`config.mk`:
```
export PLATFORM = sky130hd
export DESIGN_NAME = riscv_dbg_unit
export DESIGN_NICKNAME = d
export VERILOG_FILES = /design/src/rtl/riscv_mpsoc_pkg.sv /design/src/rtl/riscv_dbg_bp_match.sv /design/src/rtl/riscv_dbg_unit.sv
export SDC_FILE = /design/constraint.sdc
export NUM_CORES = 1
export LEC_CHECK = 0
export CAP_MARGIN = 20
export CELL_PAD_IN_SITES_DETAIL_PLACEMENT = 0
export CELL_PAD_IN_SITES_GLOBAL_PLACEMENT = 1
export CORE_AREA = 2 2 265 267
export DETAILED_ROUTE_END_ITERATION = 7
export DIE_AREA = 0 0 267 269
export PLACE_DENSITY = 0.8
export SYNTH_ARGS = -nofsm -noshare
export SYNTH_HDL_FRONTEND = slang
export SYNTH_HIERARCHICAL = 1
export SYNTH_SLANG_ARGS = --single-unit
```
`constraint.sdc`:
```
create_clock -name clk -period 2.7 [get_ports clk]
set_clock_uncertainty 0.1 [all_clocks]
set_input_delay 0.27 -clock clk [delete_from_list [all_inputs] [get_ports clk]]
set_output_delay 0.27 -clock clk [all_outputs]
set_load 0.03 [all_outputs]
```
`src/rtl/riscv_mpsoc_pkg.sv`:
```
// Shared definitions for the per-core debug unit: address map, breakpoint
// types, HIT bit positions and the bus-access FSM states.
package riscv_mpsoc_pkg;

  localparam logic [13:0] ADR_CTRL    = 14'h0000;
  localparam logic [13:0] ADR_HIT     = 14'h0001;
  localparam logic [13:0] ADR_IE      = 14'h0002;
  localparam logic [13:0] ADR_CAUSE   = 14'h0003;
  localparam logic [13:0] ADR_BP_BASE = 14'h0010;
  localparam logic [13:0] ADR_NPC     = 14'h2000;
  localparam logic [13:0] ADR_PPC     = 14'h2001;
  localparam logic [8:0]  ADR_GPR_PFX = 9'h080;   // adr[13:5] of 0x1000-0x101F
  localparam logic [1:0]  ADR_CSR_PFX = 2'b11;    // adr[13:12] of 0x3000-0x3FFF

  localparam int HIT_SS  = 0;
  localparam int HIT_BR  = 1;
  localparam int HIT_EXC = 2;
  localparam int HIT_BP0 = 4;

  typedef enum logic [1:0] {
    BP_INSTR  = 2'd0,
    BP_DREAD  = 2'd1,
    BP_DWRITE = 2'd2,
    BP_DANY   = 2'd3
  } bp_type_e;

  typedef enum logic [1:0] {
    ST_IDLE   = 2'd0,
    ST_ACCESS = 2'd1,
    ST_DONE   = 2'd2,
    ST_WAIT   = 2'd3
  } dbg_state_e;

endpackage

```
`src/rtl/riscv_dbg_bp_match.sv`:
```
// Single hardware breakpoint comparator: instruction-address or filtered
// data-address match against one programmed breakpoint address.
module riscv_dbg_bp_match
  import riscv_mpsoc_pkg::*;
#(
  parameter int PLEN = 64
) (
  input  logic            en_i,
  input  bp_type_e        type_i,
  input  logic [PLEN-1:0] adr_i,
  input  logic            ex_valid_i,
  input  logic [PLEN-1:0] ex_pc_i,
  input  logic            mem_req_i,
  input  logic            mem_we_i,
  input  logic [PLEN-1:0] mem_adr_i,
  output logic            hit_o
);

  logic match;

  always_comb begin
    match = 1'b0;
    unique case (type_i)
      BP_INSTR:  match = ex_valid_i & (ex_pc_i == adr_i);
      BP_DREAD:  match = mem_req_i & ~mem_we_i & (mem_adr_i == adr_i);
      BP_DWRITE: match = mem_req_i &  mem_we_i & (mem_adr_i == adr_i);
      BP_DANY:   match = mem_req_i & (mem_adr_i == adr_i);
    endcase
  end

  assign hit_o = en_i & match;

endmodule

```
`src/rtl/riscv_dbg_unit.sv`:
```
// Per-core debug responder: debug-bus register access, core GPR/CSR/PC
// access ports, hardware breakpoints and hit reporting.
//   state     | meaning
//   ST_IDLE   | waiting for dbg_stb_i
//   ST_ACCESS | core strobe / register write, read data captured
//   ST_DONE   | dbg_ack_o high for this single cycle
//   ST_WAIT   | waiting for the controller to drop dbg_stb_i
module riscv_dbg_unit
  import riscv_mpsoc_pkg::*;
#(
  parameter int XLEN        = 64,
  parameter int PLEN        = 64,
  parameter int BREAKPOINTS = 3,
  parameter int EXC         = 16
) (
  input  logic            clk,
  input  logic            rstn,
  input  logic            dbg_stall_i,
  input  logic            dbg_stb_i,
  input  logic            dbg_we_i,
  input  logic [PLEN-1:0] dbg_adr_i,
  input  logic [XLEN-1:0] dbg_dat_i,
  output logic [XLEN-1:0] dbg_dat_o,
  output logic            dbg_ack_o,
  output logic            dbg_bp_o,
  input  logic            ex_valid_i,
  input  logic [PLEN-1:0] ex_pc_i,
  input  logic            ex_branch_i,
  input  logic [EXC-1:0]  ex_exception_i,
  input  logic            mem_req_i,
  input  logic            mem_we_i,
  input  logic [PLEN-1:0] mem_adr_i,
  output logic            du_stall_o,
  output logic            du_flush_o,
  output logic            du_re_rf_o,
  output logic            du_we_rf_o,
  output logic            du_re_csr_o,
  output logic            du_we_csr_o,
  output logic            du_we_pc_o,
  output logic [11:0]     du_addr_o,
  output logic [XLEN-1:0] du_dato_o,
  input  logic [XLEN-1:0] du_dati_rf_i,
  input  logic [XLEN-1:0] du_dati_csr_i,
  input  logic [XLEN-1:0] du_npc_i,
  input  logic [XLEN-1:0] du_ppc_i
);

  localparam int HW = HIT_BP0 + BREAKPOINTS;
  localparam int CW = (EXC > 1) ? $clog2(EXC) : 1;

  dbg_state_e state_q, state_d;
  logic [1:0]                       ctrl_q, ctrl_d;
  logic [HW-1:0]                    hit_q, hit_d, hit_set, hit_clr;
  logic [EXC-1:0]                   ie_q, ie_d, exc_masked;
  logic [CW-1:0]                    cause_q, cause_d;
  logic [BREAKPOINTS-1:0][2:0]      bpctrl_q, bpctrl_d;
  logic [BREAKPOINTS-1:0][PLEN-1:0] bpadr_q, bpadr_d;
  logic [BREAKPOINTS-1:0]           bp_hit;
  logic [XLEN-1:0]                  rdata_q, rdata_d, rd;
  logic bp_q, bp_d, stall_q, pc_written_q, pc_written_d, flush_q, flush_d;

  logic [13:0] a, bp_off;
  logic [2:0]  bp_sel;
  logic is_gpr, is_csr, is_npc, is_ppc, is_core, in_bp, acc, wr, core_ok;
  logic unused_adr;

  assign a          = dbg_adr_i[13:0];
  assign unused_adr = ^dbg_adr_i[PLEN-1:14];
  assign is_gpr     = (a[13:5] == ADR_GPR_PFX);
  assign is_csr     = (a[13:12] == ADR_CSR_PFX);
  assign is_npc     = (a == ADR_NPC);
  assign is_ppc     = (a == ADR_PPC);
  assign is_core    = is_gpr | is_csr | is_npc | is_ppc;
  assign bp_off     = a - ADR_BP_BASE;   // wraps high for a < base
  assign bp_sel     = bp_off[3:1];
  assign in_bp      = (bp_off < 14'(2 * BREAKPOINTS));

  assign acc     = (state_q == ST_ACCESS);
  assign wr      = acc & dbg_we_i;
  assign core_ok = acc & dbg_stall_i;

  assign du_re_rf_o  = core_ok & ~dbg_we_i & is_gpr;
  assign du_we_rf_o  = core_ok &  dbg_we_i & is_gpr;
  assign du_re_csr_o = core_ok & ~dbg_we_i & is_csr;
  assign du_we_csr_o = core_ok &  dbg_we_i & is_csr;
  assign du_we_pc_o  = core_ok &  dbg_we_i & is_npc;
  assign du_addr_o   = !acc ? 12'h000 : (is_csr ? a[11:0] : {7'b0, a[4:0]});
  assign du_dato_o   = acc ? dbg_dat_i : '0;

  assign dbg_ack_o  = (state_q == ST_DONE);
  assign dbg_dat_o  = (state_q == ST_DONE) ? rdata_q : '0;
  assign dbg_bp_o   = bp_q;
  assign du_stall_o = dbg_stall_i | bp_q;
  assign du_flush_o = flush_q;

  for (genvar g = 0; g < BREAKPOINTS; g++) begin : g_bp
    riscv_dbg_bp_match #(.PLEN(PLEN)) u_bp_match (
      .en_i       (bpctrl_q[g][0]),
      .type_i     (bp_type_e'(bpctrl_q[g][2:1])),
      .adr_i      (bpadr_q[g]),
      .ex_valid_i (ex_valid_i),
      .ex_pc_i    (ex_pc_i),
      .mem_req_i  (mem_req_i),
      .mem_we_i   (mem_we_i),
      .mem_adr_i  (mem_adr_i),
      .hit_o      (bp_hit[g])
    );
  end

  always_comb begin
    state_d = state_q;
    unique case (state_q)
      ST_IDLE:   if (dbg_stb_i) state_d = ST_ACCESS;
      ST_ACCESS: state_d = ST_DONE;
      ST_DONE:   state_d = dbg_stb_i ? ST_WAIT : ST_IDLE;
      ST_WAIT:   if (!dbg_stb_i) state_d = ST_IDLE;
    endcase
  end

  // Core-side reads are only meaningful while the pipeline is held.
  always_comb begin
    rd = '0;
    if (is_core) begin
      if (dbg_stall_i) begin
        if (is_gpr)      rd = du_dati_rf_i;
        else if (is_csr) rd = du_dati_csr_i;
        else if (is_npc) rd = du_npc_i;
        else             rd = du_ppc_i;
      end
    end else if (a == ADR_CTRL)  rd = XLEN'(ctrl_q);
    else if (a == ADR_HIT)       rd = XLEN'(hit_q);
    else if (a == ADR_IE)        rd = XLEN'(ie_q);
    else if (a == ADR_CAUSE)     rd = XLEN'(cause_q);
    else if (in_bp) begin
      for (int n = 0; n < BREAKPOINTS; n++)
        if (bp_sel == 3'(n)) rd = bp_off[0] ? XLEN'(bpadr_q[n]) : XLEN'(bpctrl_q[n]);
    end
    rdata_d = acc ? rd : rdata_q;
  end

  always_comb begin
    ctrl_d       = ctrl_q;
    ie_d         = ie_q;
    cause_d      = cause_q;
    bpctrl_d     = bpctrl_q;
    bpadr_d      = bpadr_q;
    hit_clr      = '0;
    hit_set      = '0;
    pc_written_d = pc_written_q;
    flush_d      = 1'b0;
    exc_masked   = ex_exception_i & ie_q;

    if (wr) begin
      if (a == ADR_CTRL) ctrl_d  = dbg_dat_i[1:0];
      if (a == ADR_HIT)  hit_clr = dbg_dat_i[HW-1:0];
      if (a == ADR_IE)   ie_d    = dbg_dat_i[EXC-1:0];
      for (int n = 0; n < BREAKPOINTS; n++) begin
        if (in_bp && bp_sel == 3'(n)) begin
          if (bp_off[0]) bpadr_d[n]  = dbg_dat_i[PLEN-1:0];
          else           bpctrl_d[n] = dbg_dat_i[2:0];
        end
      end
    end

    if (!dbg_stall_i) begin
      hit_set[HIT_SS]          = ex_valid_i & ctrl_q[0];
      hit_set[HIT_BR]          = ex_valid_i & ex_branch_i & ctrl_q[1];
      hit_set[HIT_EXC]         = |exc_masked;
      hit_set[HW-1:HIT_BP0]    = bp_hit;
    end
    if (hit_set[HIT_EXC]) begin
      for (int i = EXC - 1; i >= 0; i--)
        if (exc_masked[i]) cause_d = CW'(i);
    end
    hit_d = (hit_q & ~hit_clr) | hit_set;
    bp_d  = |hit_set;

    if (du_we_pc_o) pc_written_d = 1'b1;
    if (stall_q && !dbg_stall_i && pc_written_q) begin
      flush_d      = 1'b1;
      pc_written_d = 1'b0;
    end
  end

  always_ff @(posedge clk or negedge rstn) begin
    if (!rstn) begin
      state_q      <= ST_IDLE;
      ctrl_q       <= '0;
      hit_q        <= '0;
      ie_q         <= '0;
      cause_q      <= '0;
      bpctrl_q     <= '0;
      bpadr_q      <= '0;
      rdata_q      <= '0;
      bp_q         <= 1'b0;
      stall_q      <= 1'b0;
      pc_written_q <= 1'b0;
      flush_q      <= 1'b0;
    end else begin
      state_q      <= state_d;
      ctrl_q       <= ctrl_d;
      hit_q        <= hit_d;
      ie_q         <= ie_d;
      cause_q      <= cause_d;
      bpctrl_q     <= bpctrl_d;
      bpadr_q      <= bpadr_d;
      rdata_q      <= rdata_d;
      bp_q         <= bp_d;
      stall_q      <= dbg_stall_i;
      pc_written_q <= pc_written_d;
      flush_q      <= flush_d;
    end
  end

endmodule

```
==> flow_summary.toml <==
[pwr]
power.internal_w = 0.009050
total_power_w = 0.01295
p_comb_share_pct = 23.7
power.leakage_nw = 13.51
clockPowerShare_pct = 39.8
irDropWorstVdd_mv = 0.3497
p_per_area_nw_per_um2 = 414.2
switching_share_pct = 30.11
switchingPower_w = 0.003899
seqPwrFrac_pct = 36.5

[worst_setup_path]
crit_cells = 6
crit_required_ps = 2330
r2r-start = "bpadr_q[84]$_DFFE_PN0P_"
startpoint_type = "input pin"
critical_path_buf_inv_count = 3
slowest_stage = "or3_1"
reg2reg_depth = 9
cp-end-kind = "primary output"
cp_top_family = "simple AND/OR/NAND/NOR gates"
endpoint = "du_re_rf_o"
critPathMaxStageDelay_ps = 520
worst-path-max-fanout = 4
path_class = "input pin to primary output"
arrival_ps = 2280
reg2reg_slack_ps = 150
critical_path.cell_chain = "clkdlybuf4s50_1 -> or3_1 -> or3_4 -> buf_4 -> nor4_2 -> buf_4"
crit_top_cell = "buf_4"
crit_start = "dbg_adr_i[11]"
r2r-end = "dbg_bp_o$_DFF_PN0_"

[synthesis]
syn_avg_cell_area_um2 = 8.878
ys_seq_area_share_pct = 35.28
ys_async_sr_fraction_pct = 100.0
netlist_instances = 2397
synth_edf_count = 0
netlist_area_um2 = 21280
ys_ff_latch = 300
ys_types = 69
yosys_warnings = 6
ys.flop_type = "dfrtp_1"
synth_fp_nets = 2934

[sta]
fin_crit_ps = 2651
fin_crit_sh_pct = 98.19
max_slew_margin_pct = 49.66
grt_setup_unrepaired = "false"
setup_violations = 0
hold_viol_final = 0
worst_pin_slew_ps = 755.1
maxSlewViolCount = 0
fmax_ghz = 0.3772
finalSetupTns_ps = 0

[hold_path]
min_path_type = "input pin to async pin"

[floorplan]
initial_utilization_pct = 30.71
coreArea_um2 = 69300
die_h_um = 269
rows = 97
io_pins = 686
design.die.area_um2 = 71820
dieWidth_um = 267

[placed_design]
dp_hpwl_um = 88240
portBuffers = 635
post_dp_cell_area_um2 = 30100
gp_congestion = 1.012
place_inst = 4023

[drt]
wl_per_cell_um = 26.42
firstDrtPassIters = 5
drc = 0
avgViaCountPerCell = 5.298
vias = 21740
routed_wirelength_um = 108400
drt_iter0_drc = 1764
detail-route-antenna-nets = 0

[clock_tree]
cts_tree = "yes"
cts_num_sinks = 300
cts_buffers = 37
cts-root-buf = "clkbuf_16"
cts.clk_slew.worst_paths_ps = 60
clock_latency_ps = 570
cts_buffer_depth = 3
htree_levels = 2

[final_layout]
post-route-util_pct = 45.11
fin_area_um2 = 31260
final_nets = 3661
nFillCells = 6878
drive_above_1_share_pct = 14.50
final_cells = 4104
multiInputGateArea_um2 = 13010
area_delta_synth_final_pct = 46.89
seq_area_um2 = 7507

[grt]
grt_usage_pct = 29.24
grt_pass1_vias = 21190
globalRouteOverflowTotal = 0
grt_max_degree = 87
grt_pass1_wl_um = 151200
antenna_found_initial = 22

[job]
drv_cap = 0

[run_status]
status = "complete, no violations"
## what timing repair did
item / CTS / global route
hold endpoints to repair: 252 / 0
hold buffers: 1 / 0
gates resized for setup: 133 / 14
setup buffers: 0 / 1
pin swaps: 0 / 1
endpoints found under the setup margin: 133 / 13
## metal layers
metal  vias to the layer above  GRT usage [%]  wire length (um)
li1                       9898              -                 -
met1                     10700          37.62             44640
met2                       969          48.52             51480
met3                       164          5.005              7728
met4                        16          12.30              4462
met5                         -              0               108
## power groups by stage
stage | clock [W] | combinational, W | sequential, W
CTS | 0.00524 | 0.00307 | 0.00473
floorplan | 0 | 0.00129 | 0.00478
global placement | 0 | 0.00315 | 0.00480
detailed placement | 0 | 0.00315 | 0.00481
global route | 0.00541 | 0.00327 | 0.00474
finish | 0.00515 | 0.00306 | 0.00473
## final cells by class
class                      count  share of cell area, %
clock buffer                  51                  3.450
tap                          940                  3.763
inverter                      58                 0.6965
sequential                   300                  24.02
timing repair buffer         831                  25.81
clock inverter                16                 0.5364
multi-input combinational   1896                  41.63
antenna                       12                0.09607
## kinds of logic (layout without fill, tap and decap cells)
| kind of cell | count (synthesis) | count (layout) | synth area share, % |
|---|---|---|---|
| xor+xnor | 309 | 309 | 12.72 |
| simple gates | 813 | 813 | 19.54 |
| flops | 300 | 300 | 35.28 |
| compound gates | 482 | 482 | 13.48 |
| buf+inv | 201 | 956 | 3.828 |
| mux | 292 | 292 | 15.16 |
| other cells | 0 | 12 | 0 |
## worst min path at each step
stage | start | endpoint | cells past startpoint
6_report | rstn | rdata_q[61]$_DFFE_PN0P_ | 2
5_1_grt | rstn | rdata_q[61]$_DFFE_PN0P_ | 2
3_5_place_dp | rstn | rdata_q[61]$_DFFE_PN0P_ | 1
4_1_cts | rstn | rdata_q[61]$_DFFE_PN0P_ | 2
3_3_place_gp | rstn | rdata_q[61]$_DFFE_PN0P_ | 1
2_1_floorplan | rstn | bpadr_q[0]$_DFFE_PN0P_ | 0
## placed cells by master (no fill, tap or decap), types with 4 or more instances in the layout
| cell | instances |
|---|---|
| clkdlybuf4s50_1 | 485 |
| nand2_1 | 309 |
| dfrtp_1 | 300 |
| xnor2_1 | 279 |
| a21oi_1 | 220 |
| buf_4 | 170 |
| mux2_2 | 154 |
| and2_1 | 135 |
| dlygate4sd2_1 | 128 |
| o21ai_0 | 126 |
| nor2_1 | 87 |
| nand4_1 | 84 |
| mux2_1 | 69 |
| mux2i_1 | 67 |
| nor3_1 | 59 |
| inv_1 | 58 |
| clkbuf_16 | 37 |
| buf_12 | 33 |
| nor4_1 | 32 |
| nand2b_1 | 31 |
| xor2_1 | 30 |
| a22o_1 | 19 |
| a221oi_1 | 17 |
| o22ai_1 | 16 |
| nor2b_1 | 13 |
| diode_2 | 12 |
| a31oi_1 | 10 |
| nand3b_1 | 10 |
| clkbuf_8 | 10 |
| and3_1 | 9 |
| a22oi_1 | 9 |
| o2bb2ai_1 | 9 |
| o2111ai_1 | 9 |
| o221ai_1 | 8 |
| dlymetal6s2s_1 | 8 |
| nand3_1 | 7 |
| clkinv_2 | 7 |
| nor4_2 | 5 |
| a211o_1 | 4 |
| clkbuf_1 | 4 |
## per-stage QoR
step | hold WS [ps] | worst slack [ps]
floorplan | -125.6 | 55.03
global placement | 109.7 | -175.8
detailed placement | 110.3 | -203.6
CTS | 89.03 | 5.204
global route | 135.8 | 0.08282
finish | 96.54 | 48.82
## state kept, by name (all words and copies together) (netlist names), 2 cells and up
| name | flops |
|---|---|
| state_q | 2 |
| ctrl_q | 2 |
| bpctrl_q | 9 |
| rdata_q | 64 |
| ie_q | 16 |
| bpadr_q | 192 |
| cause_q | 4 |
| hit_q | 7 |
## worst reg2reg max path, cell delays in order (launching register included)
cell and delay (ps):
dfrtp_1 480, xnor2_1 200, nand4_1 250, nor4_1 400, buf_4 180, nand4_1 120
o22ai_2 310, a2111oi_0 130, o21ai_0 180, buf_4 140
## synth_stat cells (10+ instances only)
| cell | instances | area share (%) |
|---|---|---|
| xnor2_1 | 279 | 11 |
| o22ai_1 | 16 | 0.47 |
| mux2_1 | 69 | 3.7 |
| a221oi_1 | 17 | 0.70 |
| buf_2 | 27 | 0.63 |
| o21ai_0 | 126 | 3.0 |
| nor2_1 | 87 | 1.5 |
| nor3_1 | 60 | 1.4 |
| mux2i_1 | 67 | 3.2 |
| buf_1 | 26 | 0.46 |
| clkbuf_1 | 84 | 1.5 |
| nor2b_1 | 16 | 0.47 |
| dfrtp_1 | 300 | 35 |
| mux2_2 | 154 | 8.1 |
| nor4_1 | 33 | 0.97 |
| inv_1 | 58 | 1.0 |
| and2_1 | 135 | 4.0 |
| a21oi_1 | 220 | 5.2 |
| nand3b_1 | 10 | 0.35 |
| xor2_1 | 30 | 1.2 |
| a31oi_1 | 10 | 0.29 |
| nand2_1 | 309 | 5.5 |
| a22o_1 | 19 | 0.78 |
| nand2b_1 | 32 | 0.94 |
| nand4_1 | 84 | 2.5 |
(Power assumes the default switching activity.)
